File: src/rtl/seg7_pkg.sv
// Shared definitions for the 7-segment display blocks: segment bit positions,
// the active-high hex glyph table, the per-slot scan states and a width helper.
package seg7_pkg;

  localparam int SEG_A = 0;
  localparam int SEG_B = 1;
  localparam int SEG_C = 2;
  localparam int SEG_D = 3;
  localparam int SEG_E = 4;
  localparam int SEG_F = 5;
  localparam int SEG_G = 6;

  // Active-high glyphs, bit order {g,f,e,d,c,b,a}; b and d are lower-case.
  localparam logic [6:0] HEX2SEG [16] = '{
    7'b0111111, // 0
    7'b0000110, // 1
    7'b1011011, // 2
    7'b1001111, // 3
    7'b1100110, // 4
    7'b1101101, // 5
    7'b1111101, // 6
    7'b0000111, // 7
    7'b1111111, // 8
    7'b1101111, // 9
    7'b1110111, // A
    7'b1111100, // b
    7'b0111001, // C
    7'b1011110, // d
    7'b1111001, // E
    7'b1110001  // F
  };

  typedef enum logic {
    ST_BLANK = 1'b0,
    ST_DRIVE = 1'b1
  } scan_state_e;

  // Counter/index width that never collapses to zero bits.
  function automatic int clog2_min1(input int n);
    return (n <= 2) ? 1 : $clog2(n);
  endfunction

endpackage

File: src/rtl/seg7_hex_decode.sv
// Combinational hex nibble to active-high 7-segment glyph.
module seg7_hex_decode
  import seg7_pkg::*;
(
  input  logic [3:0] i_nibble,
  output logic [6:0] o_seg
);

  assign o_seg = HEX2SEG[i_nibble];

endmodule

File: src/rtl/seven_seg_scan_mux.sv
// Self-timed multiplexed scanner for N-digit 7-segment displays with a blanking
// gap at the start of every digit slot, PWM brightness and per-frame shadowing
// of all inputs so a frame never shows a mix of old and new values.
//
//  state    | meaning
//  ---------+-------------------------------------------------------------
//  ST_BLANK | first BLANK_CYCLES of a slot; all anodes, segments, dp off
//  ST_DRIVE | rest of the slot; current digit lit when enabled and PWM on
module seven_seg_scan_mux
  import seg7_pkg::*;
#(
  parameter int NUM_DIGITS   = 4,
  parameter int PRESCALE     = 50000,
  parameter int BLANK_CYCLES = 16,
  parameter int BRIGHT_W     = 4,
  parameter bit ACTIVE_LOW   = 1'b1
) (
  input  logic                                  clk,
  input  logic                                  rst_n,
  input  logic [4*NUM_DIGITS-1:0]               digit_data,
  input  logic [NUM_DIGITS-1:0]                 dp_mask,
  input  logic [NUM_DIGITS-1:0]                 digit_en,
  input  logic [BRIGHT_W-1:0]                   brightness,
  output logic [NUM_DIGITS-1:0]                 an,
  output logic [6:0]                            seg,
  output logic                                  dp,
  output logic [clog2_min1(NUM_DIGITS)-1:0]     digit_idx,
  output logic                                  frame_tick
);

  localparam int IDX_W = clog2_min1(NUM_DIGITS);
  localparam int CNT_W = clog2_min1(PRESCALE);

  localparam logic [CNT_W-1:0] SLOT_LAST = CNT_W'(PRESCALE - 1);
  localparam logic [IDX_W-1:0] IDX_LAST  = IDX_W'(NUM_DIGITS - 1);
  localparam logic [CNT_W-1:0] BLANK_END = CNT_W'(BLANK_CYCLES);

  localparam scan_state_e ST_RESET = (BLANK_CYCLES == 0) ? ST_DRIVE : ST_BLANK;

  // Inactive pin levels; internal logic is active-high and inverted only here.
  localparam logic [NUM_DIGITS-1:0] AN_OFF  = {NUM_DIGITS{ACTIVE_LOW}};
  localparam logic [6:0]            SEG_OFF = {7{ACTIVE_LOW}};
  localparam logic                  DP_OFF  = ACTIVE_LOW;

  logic [CNT_W-1:0]        r_slot_cnt;
  logic [IDX_W-1:0]        r_digit_idx;
  logic [BRIGHT_W-1:0]     r_pwm_cnt;
  scan_state_e             r_state;
  logic                    r_wrap_d;

  logic [4*NUM_DIGITS-1:0] r_sh_data;
  logic [NUM_DIGITS-1:0]   r_sh_dp;
  logic [NUM_DIGITS-1:0]   r_sh_en;
  logic [BRIGHT_W-1:0]     r_sh_bright;

  logic [NUM_DIGITS-1:0]   r_an;
  logic [6:0]              r_seg;
  logic                    r_dp;
  logic [IDX_W-1:0]        r_idx_q;
  logic                    r_frame_tick;

  logic                    w_slot_wrap;
  logic                    w_frame_wrap;
  logic [CNT_W-1:0]        w_slot_next;
  logic                    w_pwm_on;
  logic                    w_lit;
  logic [3:0]              w_nibble;
  logic [6:0]              w_glyph;
  logic [NUM_DIGITS-1:0]   w_an_hi;
  logic [6:0]              w_seg_hi;
  logic                    w_dp_hi;

  assign w_slot_wrap  = (r_slot_cnt == SLOT_LAST);
  assign w_frame_wrap = w_slot_wrap && (r_digit_idx == IDX_LAST);
  assign w_slot_next  = w_slot_wrap ? '0 : r_slot_cnt + 1'b1;

  // Full scale bypasses the PWM compare so all-ones is a true 100% duty.
  assign w_pwm_on = (&r_sh_bright) ||
                    ((r_sh_bright != '0) && (r_pwm_cnt < r_sh_bright));
  assign w_lit    = (r_state == ST_DRIVE) && r_sh_en[r_digit_idx] && w_pwm_on;

  assign w_nibble = r_sh_data[{r_digit_idx, 2'b00} +: 4];

  seg7_hex_decode u_hex_decode (
    .i_nibble (w_nibble),
    .o_seg    (w_glyph)
  );

  assign w_an_hi  = w_lit ? (NUM_DIGITS'(1) << r_digit_idx) : '0;
  assign w_seg_hi = w_lit ? w_glyph : '0;
  assign w_dp_hi  = w_lit && r_sh_dp[r_digit_idx];

  // Slot/digit/PWM counters and the slot phase state, which tracks slot_cnt.
  always_ff @(posedge clk or negedge rst_n) begin
    if (!rst_n) begin
      r_slot_cnt  <= '0;
      r_digit_idx <= '0;
      r_pwm_cnt   <= '0;
      r_state     <= ST_RESET;
      r_wrap_d    <= 1'b0;
    end else begin
      r_slot_cnt <= w_slot_next;
      r_pwm_cnt  <= r_pwm_cnt + 1'b1;
      r_wrap_d   <= w_frame_wrap;
      r_state    <= (w_slot_next < BLANK_END) ? ST_BLANK : ST_DRIVE;
      if (w_slot_wrap) begin
        r_digit_idx <= (r_digit_idx == IDX_LAST) ? '0 : r_digit_idx + 1'b1;
      end
    end
  end

  // Inputs are sampled only at the frame wrap so each frame is self-consistent.
  always_ff @(posedge clk or negedge rst_n) begin
    if (!rst_n) begin
      r_sh_data   <= '0;
      r_sh_dp     <= '0;
      r_sh_en     <= '0;
      r_sh_bright <= '0;
    end else if (w_frame_wrap) begin
      r_sh_data   <= digit_data;
      r_sh_dp     <= dp_mask;
      r_sh_en     <= digit_en;
      r_sh_bright <= brightness;
    end
  end

  // Pin registers: one cycle behind the counters, polarity applied here only.
  always_ff @(posedge clk or negedge rst_n) begin
    if (!rst_n) begin
      r_an         <= AN_OFF;
      r_seg        <= SEG_OFF;
      r_dp         <= DP_OFF;
      r_idx_q      <= '0;
      r_frame_tick <= 1'b0;
    end else begin
      r_an         <= w_an_hi ^ AN_OFF;
      r_seg        <= w_seg_hi ^ SEG_OFF;
      r_dp         <= w_dp_hi ^ DP_OFF;
      r_idx_q      <= r_digit_idx;
      r_frame_tick <= r_wrap_d;
    end
  end

  assign an         = r_an;
  assign seg        = r_seg;
  assign dp         = r_dp;
  assign digit_idx  = r_idx_q;
  assign frame_tick = r_frame_tick;

endmodule

File: config.mk
export PLATFORM = sky130hd
export DESIGN_NAME = seven_seg_scan_mux
export DESIGN_NICKNAME = d
export VERILOG_FILES = /design/src/rtl/seg7_pkg.sv /design/src/rtl/seg7_hex_decode.sv /design/src/rtl/seven_seg_scan_mux.sv
export SDC_FILE = /design/constraint.sdc
export NUM_CORES = 1
export LEC_CHECK = 0
export BUFFER_PORTS_ARGS = -buffer_cell sky130_fd_sc_hd__buf_2
export CAP_MARGIN = 20
export CELL_PAD_IN_SITES_DETAIL_PLACEMENT = 0
export CELL_PAD_IN_SITES_GLOBAL_PLACEMENT = 1
export CORE_MARGIN = 2
export CORE_UTILIZATION = 50
export DETAILED_ROUTE_END_ITERATION = 8
export GPL_TIMING_DRIVEN = 1
export PLACE_DENSITY_LB_ADDON = 0.12
export SLEW_MARGIN = 10
export SYNTH_ARGS = -nofsm -noshare
export SYNTH_HDL_FRONTEND = slang
export SYNTH_SLANG_ARGS = --single-unit
File: constraint.sdc
create_clock -name clk -period 4.4 [get_ports clk]
set_input_delay 0.22 -clock clk [delete_from_list [all_inputs] [get_ports clk]]
set_output_delay 0.22 -clock clk [all_outputs]
set_load 0.1 [all_outputs]
-- After elaboration in Yosys (flattened, before gate mapping)
Memory sizes are Yosys's and may differ from the RTL's.
Index checks and enable logic that the tools add are counted.
- word-level logic and storage cells: 49
- ROM bits: 112
- register bits after elaboration: 67
- output and inout bits: 15
- input bits: 30
- memories: 1
- equal/unequal tests: 2
- bitwise gates (word level): 4
- add/subtract/negate cells: 3
- shift-type cells: 2
- $lt $le $gt $ge: 4
- reduce and logical (&&, ||, !) cells: 8
- muxes and demuxes: 11
- memory list (memory ; depth ; bits a word ; rd ports ; clocked after Yosys merged registers in ; wr ports ; line ; text):
    (no name shown) ; 16 ; 7 ; 1 ; 0 ; 0 ; seg7_hex_decode.sv:9 ; assign o_seg = HEX2SEG[i_nibble];
- operator list (operator ; number):
    $mux 7 ; 3
    $add 16x1->16 const B ; 1
    $eq 16x16->1 const B ; 1
    $lt 16x5->1 const B ; 1
    $mux 16 ; 1
    $shiftx 16x5->4 ; 1
    $not 7->7 ; 1
    $ge 5x5->1 const B ; 1
    $logic_and 1x1->1 ; 5
    $not 4->5 ; 1
    $add 4x1->4 const B ; 1
    $bmux 1 s2 ; 2
    $lt 4x4->1 ; 1
    $mux 4 ; 1
    $not 4->4 ; 1
    $reduce_and 4->1 ; 1
    $reduce_bool 4->1 ; 1
    $shl 1x2->4 const A ; 1
    $lt 2x3->1 const B ; 1
    $mux 1 ; 3
    $add 2x1->2 const B ; 1
    $eq 2x2->1 const B ; 1
    $mux 2 ; 1
    $logic_or 1x1->1 ; 1
    $not 1->1 ; 1

-- Longest topological paths before layout
Gate-level depths: netlist of run 1.
- depth after elaboration: 7
- gate-level depth with buffers: 9
- gate-level depth less buffers: 7

-- Cells and area by module
A second synthesis of run 1 with hierarchy kept.
- cells, all modules: 257
- area total of the unflattened synthesis: 3269.4 um^2
- modules (own cells, without submodules) (module ; times used ; area each (um^2) ; cells an instance ; seq. area each (um^2)):
    seven_seg_scan_mux ; 1 ; 2981.6 ; 224 ; 1691.6
    seg7_hex_decode ; 1 ; 287.8 ; 33 ; 0.0

-- Worst setup path before layout of run 1
OpenSTA, ideal clock, no wires.
- path kind: register -> register
- start point: register r_digit_idx[0]
- end point: register r_seg[3], in the netlist seg[3]
- setup slack: 2.303 ns
- required time: 4.318 ns
- stages on the path, launching flop included: 8
- buffers on the path: 1
- arrival: 2.015 ns
- cells stage by stage: dfrtp_1 > buf_6 > mux4_1 > inv_1 > ha_1 > inv_1 > mux4_2 > nand2b_1
- word-level cells in the longest chain between the ends: 7
- elaborated cells between the ends (all ways): 11
- those cells by class: 1 x shift; 5 x mux; 2 x bitwise; 2 x reduce/logical; 1 x memory
- ends and longest elaborated chain (item ; line ; text):
    from (decl) ; seven_seg_scan_mux.sv:46 ; logic [IDX_W-1:0] r_digit_idx;
    from (signal assigned) ; seven_seg_scan_mux.sv:107 ; r_digit_idx <= (r_digit_idx == IDX_LAST) ? '0 : r_digit_idx + 1'b1;
    $shiftx 16x5->4 ; seven_seg_scan_mux.sv:82 ; assign w_nibble = r_sh_data[{r_digit_idx, 2'b00} +: 4];
    $not 4->5 (implied by the code) ; seg7_hex_decode.sv:9 ;
    $mem_v2 16x7 ; n/a ;
    $mux 7 (implied by the code) (2 in series) ; seg7_hex_decode.sv:9 ;
    $mux 7 (*) ; seven_seg_scan_mux.sv:90 ; assign w_seg_hi = w_lit ? w_glyph : '0;
    $not 7->7 (no source line) (*) ; n/a ;
    to (signal assigned) ; seven_seg_scan_mux.sv:137 ; r_seg <= w_seg_hi ^ SEG_OFF;
    to (decl) ; seven_seg_scan_mux.sv:57 ; logic [6:0] r_seg;
Every way passes the cells marked *; elsewhere a longest branch is shown, timed or not. The select of a mux whose other input is x is not followed.
A chain may end at the register's enable or synchronous reset.

-- Worst setup path after layout of run 1
- start point: register r_sh_bright[1]
- end point: register r_seg[4], in the netlist seg[4]
- word-level cells in the longest chain between the ends: 6
- elaborated cells between the ends (all ways): 8
- those cells by class: 1 x order compare; 1 x mux; 1 x bitwise; 5 x reduce/logical
- ends and longest elaborated chain (item ; line ; text):
    from (decl) ; seven_seg_scan_mux.sv:54 ; logic [BRIGHT_W-1:0] r_sh_bright;
    from (signal assigned) ; seven_seg_scan_mux.sv:123 ; r_sh_bright <= brightness;
    $lt 4x4->1 or $reduce_bool 4->1 (tied branches) ; seven_seg_scan_mux.sv:79 ; ((r_sh_bright != '0) && (r_pwm_cnt < r_sh_bright));
    $logic_and 1x1->1 ; seven_seg_scan_mux.sv:79 ;
    $logic_or 1x1->1 (*) ; seven_seg_scan_mux.sv:78 ; assign w_pwm_on = (&r_sh_bright) ||
    $logic_and 1x1->1 (*) ; seven_seg_scan_mux.sv:80 ; assign w_lit = (r_state == ST_DRIVE) && r_sh_en[r_digit_idx] && w_pwm_on;
    $mux 7 (*) ; seven_seg_scan_mux.sv:90 ;
    $not 7->7 (no source line) (*) ; n/a ;
Every way passes the cells marked *; elsewhere a longest branch is shown, timed or not.

==> results of run 1 <==
## worst paths after layout
path                                       startpoint                       end  slack, ns  cells past startpoint
min reg2reg                        r_wrap_d$_DFF_PN0_      frame_tick$_DFF_PN0_       0.35                      0
max in group asynchronous                       rst_n  r_sh_data[3]$_DFFE_PN0P_       3.80                      2
max                        r_sh_bright[1]$_DFFE_PN0P_          seg[4]$_DFF_PN1_       1.95                      7
min                                             rst_n    r_pwm_cnt[1]$_DFF_PN0_       0.05                      2
max reg2reg                r_sh_bright[1]$_DFFE_PN0P_          seg[4]$_DFF_PN1_       1.95                      7
min in group clk                        digit_data[0]  r_sh_data[0]$_DFFE_PN0P_       0.10                      2
## state kept, by name (all words and copies together) (netlist names)
register     count
r_sh_data       16
r_slot_cnt      16
seg              7
an               4
r_pwm_cnt        4
r_sh_bright      4
r_sh_dp          4
r_sh_en          4
digit_idx        2
r_digit_idx      2
dp               1
frame_tick       1
r_state          1
r_wrap_d         1
## kinds of logic (layout without fill, tap and decap cells)
logic type	count (synthesis)	count (layout)	share of synthesized area [%]
DFF	67	67	51.5
and+or+nand+nor	71	71	11.7
AOI/OAI and AO/OA	33	33	6.47
xor gates and xnor gates	16	16	4.26
muxes	33	33	16.4
buffers and inverters	28	76	4.30
adders and majority gates	14	14	5.33
## critical path, delay by kind of cell, from the launching register on
family	cells	cell delay, ns
compound gates	5	1.60
flops	1	0.39
fa+ha+maj	1	0.23
buf+inv	1	0.09
## per-stage QoR
step | setup WS (ns) | hold slack, ns | cells | total power, W
finish | 1.95 | 0.0502 | 387 | 0.00131
global route | 1.70 | 0.0959 | 387 | 0.00136
CTS | 1.91 | 0.0903 | 387 | 0.00132
global placement | 1.93 | 0.332 | 371 | 0.000778
floorplan | 2.30 | -0.0756 | 262 | 0.000741
detailed placement | 1.93 | 0.339 | 371 | 0.000779
## power breakdown
group	internal [W]	total [W]	switching, W
clock	0.000317	0.000544	0.000227
combinational	0.0000393	0.000120	0.0000811
sequential	0.000638	0.000646	0.00000773
total	0.000995	0.00131	0.000316
## cell type report
| type | instances | area, µm² | share of cell area (%) |
|---|---|---|---|
| multi-input cells | 167 | 1450 | 38.9 |
| flip-flops and latches | 67 | 1690 | 45.3 |
| repair buffers | 45 | 228 | 6.10 |
| clock buffers | 11 | 131 | 3.52 |
| inverters | 15 | 56.3 | 1.51 |
| well taps | 77 | 96.3 | 2.58 |
| clock inverters | 5 | 77.6 | 2.08 |
## cells in the mapped netlist, drive strengths merged
library cell  number  area [µm²]
nand3             11        55.1
nand4              8        62.6
ha                14         175
nand2b             3        18.8
o211ai             1        7.51
mux4               7         176
buf                9        70.1
or2                2        12.5
dfstp             12         315
or3                1        6.26
o221ai             4        35.0
xor2               5        43.8
or4                1        7.51
a21o               2        15.0
o31a               1        8.76
xnor2             11        96.3
nor4               5        37.5
o311ai             1        8.76
and3               2        12.5
nor3               3        15.0
nor2b              1        6.26
inv               15        56.3
mux2              25         353
nor2              13        56.3
clkbuf             4        15.0
dfrtp             55        1380
and2b              2        16.3
a211o              2        17.5
nand2             19        78.8
a21oi              6        30.0
a41o               1        10.0
o31ai              2        15.0
o21ai             13        65.1
mux2i              1        10.0
## per-layer routing
metal | vias up | routed length (µm)
met3 | 9 | 343
met5 | - | 0
met2 | 66 | 2600
met4 | 0 | 89
met1 | 1029 | 2870
li1 | 1016 | -
==> impl_metrics.yaml, run 1 <==
pwr:
  leakage_nw: 1.79
  peakVddDrop_mv: 0.207
  power.density_nw_per_um2: 351
placed_design:
  io_buffers: 44
  routabilityCongestion: 0.771
  dpl_cell_area_um2: 3520
  post-dp-hpwl_um: 4050
detailed_routing:
  first_pass_iters: 4
  routed_wl_um: 5900
  drtIter0Drc: 120
  drc: 0
  avgRoutedWirePerCell_um: 15.2
  viasPerCell: 5.48
  route.vias.total: 2120
  ant_nets: 0
worst_setup_path:
  arrival_ns: 2.66
  crit_chain: "inv_1 -> ha_1 -> a21o_1 -> a21o_1 -> a211o_1 -> a21oi_1 -> o221ai_1"
  critPathKind: "flip-flop to flip-flop"
  worst_path_largest_cell_delay_ns: 0.73
  end_kind: "flip-flop"
  critPathLaunchType: "flip-flop"
  worstPathRequired_ns: 4.61
  cpMostUsedCell: "a21o_1"
  crit_slowest_cell: "a21oi_1"
  crit_fanout: 12
floorplan:
  die_area_um2: 7240
  die_x_um: 85.1
  core_region_area_um2: 6350
  ios: 45
  rows: 29
  die_h_um: 85.1
  initial_core_util_pct: 51.7
outcome:
  status: "completed"
synth:
  ys_seq_area_share_pct: 51.5
  synth_area_per_cell_um2: 12.5
  yosys_warnings: 0
  synth_fp_nets: 306
  synthCells: 262
  ys_ff_latch: 67
  syn-cell-area_um2: 3290
  synth.distinct_cells: 44
final_layout:
  fillers: 506
  fin_util_pct: 58.8
  stdcell_area_um2: 3730
  final_cell_mix: "55 x dfrtp_1, 44 x buf_2, 19 x mux2_4"
  synthToLayoutAreaGrowth_pct: 13.6
  drive_above_1_share_pct: 34.2
  final_nets: 349
  final_common_cell: "dfrtp_1"
  n_antenna_cell: 0
clocking:
  clkTransAtPathRegs_ns: 0.07
  cts.sinks: 67
  clockRootBuffer: "clkbuf_8"
  cts_max_path_buffers: 2
  cts_setup_buffers: 0
  cts-resized-gates: 0
  cts-hold-fix-buffers: 0
  cts_tree: "yes"
  htree_num_levels: 3
  cts_buffers: 9
  worst_skew_pair.late_latency_ns: 0.34
timing:
  hold_violations: 0
  setup_violations: 0
  min_period_over_period_pct: 55.8
  slew_viol_final: 0
  setup-tns-final_ns: 0
  fmax_ghz: 0.408
  tightestPinTransition_ns: 0.918
  skew_ns: 0.00902
  rsz0062_at_grt: "no"
  slew_headroom_pct: 38.8
  fin_crit_ns: 2.45
global_routing:
  first_global_vias: 2098
  grt_max_degree: 68
  grt_pass1_wl_um: 10200
  grt_util_met2_pct: 26.1
  met1_usage_pct: 26.5
  grt_use_total_pct: 18.1
  met3_usage_pct: 4.38
  grt-ovfl-total: 0
  grt-busiest-layer: "met1"
  grt_antenna_before_repair: 0
worst_hold_path:
  min_path_type: "primary input to asynchronous set/reset pin"
run:
  max-cap-violations: 0
Note: power is estimated with default switching activity, not from simulation.
==> inputs of run 2 (changes only) <==
Settings changed: CORE_UTILIZATION 50 to 42.
Clock period 4.4 ns to 2 ns, I/O delays scaled along.
==> run 2 against run 1 <==
Combinational power grew to 2.7 times the previous value. Fmax grew 27%. Die area increased by 18%. Largest cell class unchanged. Highest routed layer unchanged. Clock power increased to 2.7 times the previous value. Hold slack worse by 0.044 ns. Clock skew increased by 0.0036 ns. Utilization down 2.4 points. Sequential power is 120% higher. Design area grew 16%. Largest power group is now the clock network. First-iteration DRC count decreased by 21%.
==> impl_metrics.yaml, run 2 (synthesis gave the netlist of run 1 again) <==
outcome:
  status: "completed"
placed_design:
  dpl_cell_area_um2: 3740
  io_buffers: 44
  routabilityCongestion: 0.837
  post-dp-hpwl_um: 4470
timing:
  skew_ns: 0.0126
  setup_violations: 0
  fin_crit_ns: 1.93
  slew_viol_final: 0
  fmax_ghz: 0.517
  min_period_over_period_pct: 96.7
  tightestPinTransition_ns: 0.500
  rsz0062_at_grt: "yes"
  hold_violations: 0
  slew_headroom_pct: 66.9
final_layout:
  n_antenna_cell: 0
  drive_above_1_share_pct: 39.3
  fin_util_pct: 56.4
  stdcell_area_um2: 4320
  final_cell_mix: "54 x dfrtp_1, 44 x buf_2, 25 x dlygate4sd3_1"
  final_nets: 398
  final_common_cell: "dfrtp_1"
  synthToLayoutAreaGrowth_pct: 31.4
clocking:
  clkTransAtPathRegs_ns: 0.07
  worst_skew_pair.late_latency_ns: 0.34
  cts_buffers: 9
  cts.sinks: 67
  clockRootBuffer: "clkbuf_8"
  htree_num_levels: 3
  cts_max_path_buffers: 2
  cts_tree: "yes"
global_routing:
  grt-ovfl-total: 0
  grt_pass1_wl_um: 10900
  grt_max_degree: 68
  grt_antenna_before_repair: 0
  grt_use_total_pct: 16.3
  first_global_vias: 2268
floorplan:
  die_area_um2: 8550
  initial_core_util_pct: 43.0
  ios: 45
  rows: 32
  die_h_um: 92.4
  die_x_um: 92.4
  core_region_area_um2: 7650
worst_setup_path:
  crit_fanout: 5
  end_kind: "flip-flop"
  critPathKind: "flip-flop to flip-flop"
  worstPathRequired_ns: 2.27
  rrSetupSlack_ns: 0.07
  critPathLaunchType: "flip-flop"
  arrival_ns: 2.20
detailed_routing:
  drtIter0Drc: 95
  route.vias.total: 2224
  routed_wl_um: 6470
  ant_nets: 0
  viasPerCell: 4.82
  avgRoutedWirePerCell_um: 14.0
  drc: 0
  first_pass_iters: 4
pwr:
  seqPwrFrac_pct: 43.9
  p_comb_share_pct: 10.1
  leakage_nw: 2.05
  internal_power_w: 0.00250
  power.density_nw_per_um2: 750
  peakVddDrop_mv: 0.328
  switchingPower_w: 0.000742
  power.total_w: 0.00324
  p_clk_share_pct: 46.1
  p_sw_share_pct: 22.9
run:
  max-cap-violations: 0
worst_hold_path:
  min_path_type: "primary input to flip-flop"
[run 2: what timing repair did]
action                                  in CTS  in global routing
buffers inserted                             1                  3
hold endpoints to repair                    79                  0
resized for setup                            1                  6
endpoints found under the setup margin       1                  5
hold buffers                                25                  0
[run 2: critical path: stages (launching register included)]
cell and delay (ns):
dfrtp_2 0.40, mux4_2 0.58, inv_2 0.11, ha_4 0.13
inv_1 0.04, mux4_2 0.45, nand2b_4 0.15
[run 2: layout make-up]
type	instances	area, µm²
Sequential cell	67	1690
Clock buffer	10	128
Multi-Input combinational cell	167	1480
Fill cell	643	3330
Inverter	15	56.3
Tap cell	102	128
Clock inverter	6	136
Timing Repair Buffer	94	699
[run 2: metal layers]
layer  wire length [µm]  vias to the layer above  global-route usage, %
li1                   -                     1112                      -
met1               3140                     1049                   23.1
met2               2980                       52                   25.1
met3                253                       11                   2.77
met4                100                        0                   6.72
met5                  0                        -                      0
[run 2: final timing paths]
check | startpoint | end | depth (start not counted)
worst max register to register | r_digit_idx[0]$_DFFE_PN0N_ | seg[3]$_DFF_PN1_ | 6
max in group asynchronous | rst_n | an[0]$_DFF_PN1_ | 3
worst min-delay path | brightness[1] | r_sh_bright[1]$_DFFE_PN0P_ | 3
min in group asynchronous | rst_n | r_pwm_cnt[2]$_DFF_PN0_ | 3
worst max-delay path | r_digit_idx[0]$_DFFE_PN0N_ | seg[3]$_DFF_PN1_ | 6
worst min register to register | r_wrap_d$_DFF_PN0_ | frame_tick$_DFF_PN0_ | 0
[run 2: metrics by stage]
| step | TNS (ns) | setup WS [ns] | instances | hold slack (ns) |
|---|---|---|---|---|
| finish | 0 | 0.0656 | 461 | 0.00650 |
| CTS | 0 | 0.00123 | 458 | 0.000217 |
| global route | -0.0154 | -0.0154 | 461 | 0.00775 |
| floorplan | 0 | 0.00776 | 262 | -0.196 |
| detailed placement | -0.00709 | -0.00709 | 416 | 0.151 |
| global placement | 0 | 0.0696 | 416 | 0.147 |
[run 2: power groups by stage]
stage          logic (W)  registers [W]  clock network, W
3_3_place_gp    0.000274        0.00145                 0
3_5_place_dp    0.000277        0.00145                 0
6_report        0.000326        0.00142           0.00149
5_1_grt         0.000350        0.00143           0.00158
4_1_cts         0.000315        0.00142           0.00152
2_1_floorplan  0.0000859        0.00155                 0
==> inputs of run 3 (changes only) <==
Settings changed: CORE_ASPECT_RATIO set to 1.4.
==> run 3 against run 2 <==
Global-route usage grew 0.67 points. Clock power down 5%. Hold slack improved by 0.0064 ns.
==> impl_metrics.yaml, run 3 (synthesis gave the netlist of run 1 again) <==
outcome:
  status: "completed"
floorplan:
  ios: 45
  die_h_um: 109
  core_region_area_um2: 7650
  rows: 38
  initial_core_util_pct: 42.9
  die_x_um: 78.8
  die_area_um2: 8560
worst_setup_path:
  end_kind: "flip-flop"
  arrival_ns: 2.22
  crit_fanout: 6
  critPathKind: "flip-flop to flip-flop"
  critPathLaunchType: "flip-flop"
  worstPathRequired_ns: 2.27
  crit_path_start: "r_digit_idx[0]$_DFFE_PN0N_"
  r2r-start: "r_digit_idx[0]$_DFFE_PN0N_"
final_layout:
  synthToLayoutAreaGrowth_pct: 30.0
  n_antenna_cell: 0
  multi_input_area_um2: 1450
  stdcell_count: 461
  final_common_cell: "dfrtp_1"
  ff_latch_area_um2: 1690
  drive_above_1_share_pct: 38.8
  final_cell_mix: "55 x dfrtp_1, 44 x buf_2, 26 x dlygate4sd3_1"
  final_nets: 400
  fillers: 659
timing:
  setup-tns-final_ns: 0
  hold-worst-slack_ns: 0.0129
  skew_ns: 0.0113
  setup_violations: 0
  fin_crit_ns: 1.94
  tightestPinTransition_ns: 0.499
  slew_headroom_pct: 66.9
  slew_viol_final: 0
  min_period_over_period_pct: 97.1
  hold_violations: 0
  fmax_ghz: 0.515
  rsz0062_at_grt: "yes"
placed_design:
  io_buffers: 44
  post-dp-hpwl_um: 4790
  dp.cells: 417
  routabilityCongestion: 0.853
detailed_routing:
  first_pass_iters: 4
  viasPerCell: 4.98
  ant_nets: 0
  routed_wl_um: 6890
  route.vias.total: 2294
  drtIter0Drc: 127
  avgRoutedWirePerCell_um: 14.9
  drc: 0
global_routing:
  grt_use_total_pct: 17.0
  first_global_vias: 2269
  grt-ovfl-total: 0
  grt_pass1_wl_um: 11000
  grt_antenna_before_repair: 0
  grt_max_degree: 68
clocking:
  worst_skew_pair.late_latency_ns: 0.34
  cts_buffers: 9
  clkTransAtPathRegs_ns: 0.08
  clockRootBuffer: "clkbuf_8"
  cts_tree: "yes"
  cts_max_path_buffers: 2
  htree_num_levels: 3
  cts.sinks: 67
pwr:
  internal_power_w: 0.00240
  switchingPower_w: 0.000751
  p_clk_share_pct: 44.7
  seqPwrFrac_pct: 45.2
  leakage_nw: 2.04
  p_comb_share_pct: 10.1
  peakVddDrop_mv: 0.416
  power.total_w: 0.00315
  power.density_nw_per_um2: 737
  p_sw_share_pct: 23.8
worst_hold_path:
  min_from: "digit_en[3]"
  min_path_type: "primary input to flip-flop"
run:
  max-cap-violations: 0
==> run 3: area by class of cell <==
cell class                      instances  area share, %
Clock buffer                           10           3.22
Clock inverter                          6           2.61
Inverter                               15           1.32
Multi-Input combinational cell        167           33.9
Sequential cell                        67           39.6
Tap cell                              100           2.93
Timing Repair Buffer                   96           16.4
==> run 3: power groups by stage <==
| stage | sequential, W | clock (W) | combinational (W) |
|---|---|---|---|
| finish | 0.00142 | 0.00141 | 0.000319 |
| global route | 0.00143 | 0.00150 | 0.000343 |
| CTS | 0.00142 | 0.00143 | 0.000317 |
| detailed placement | 0.00145 | 0 | 0.000281 |
| global placement | 0.00145 | 0 | 0.000278 |
| floorplan | 0.00155 | 0 | 0.0000859 |
==> run 3: metal layers <==
metal	track usage [%]	vias up	share of wire, %
li1	-	1114	-
met1	20.9	1131	43
met2	28.9	39	52
met3	3.23	10	2.4
met4	7.89	0	2.2
met5	0	-	0
==> run 3: through the flow <==
step / area (µm²) / util [%] / setup WS (ns)
after floorplan: 3280 / - / 0.00776
after global placement: 3750 / 48.9 / 0.0782
after detailed placement: 3750 / 48.9 / 0.0478
after CTS: 4240 / 55.3 / 0.0352
after global routing: 4270 / 55.8 / -0.0126
final: 4270 / 55.8 / 0.0573
==> run 3: worst max-delay path: stages, from the launching register on <==
cell	delay [ns]
dfrtp_1	0.41
mux4_2	0.59
inv_2	0.11
ha_1	0.13
inv_1	0.04
mux4_2	0.43
nand2b_1	0.16
==> run 3: final timing paths <==
path / end / slack [ns] / cells past startpoint
min: r_sh_en[3]$_DFFE_PN0P_ / 0.01 / 2
max in group asynchronous: dp$_DFF_PN1_ / 1.37 / 3
max: seg[3]$_DFF_PN1_ / 0.06 / 6
min reg2reg: frame_tick$_DFF_PN0_ / 0.36 / 0
max reg2reg: seg[3]$_DFF_PN1_ / 0.06 / 6
min in group asynchronous: r_pwm_cnt[0]$_DFF_PN0_ / 0.30 / 3
==> run 3: timing repair <==
action | 4_1_cts | 5_1_grt
setup buffers | 0 | 2
hold buffers | 24 | 2
hold endpoints to repair | 78 | 2
setup endpoints to repair | 0 | 5
resized for setup | 0 | 3
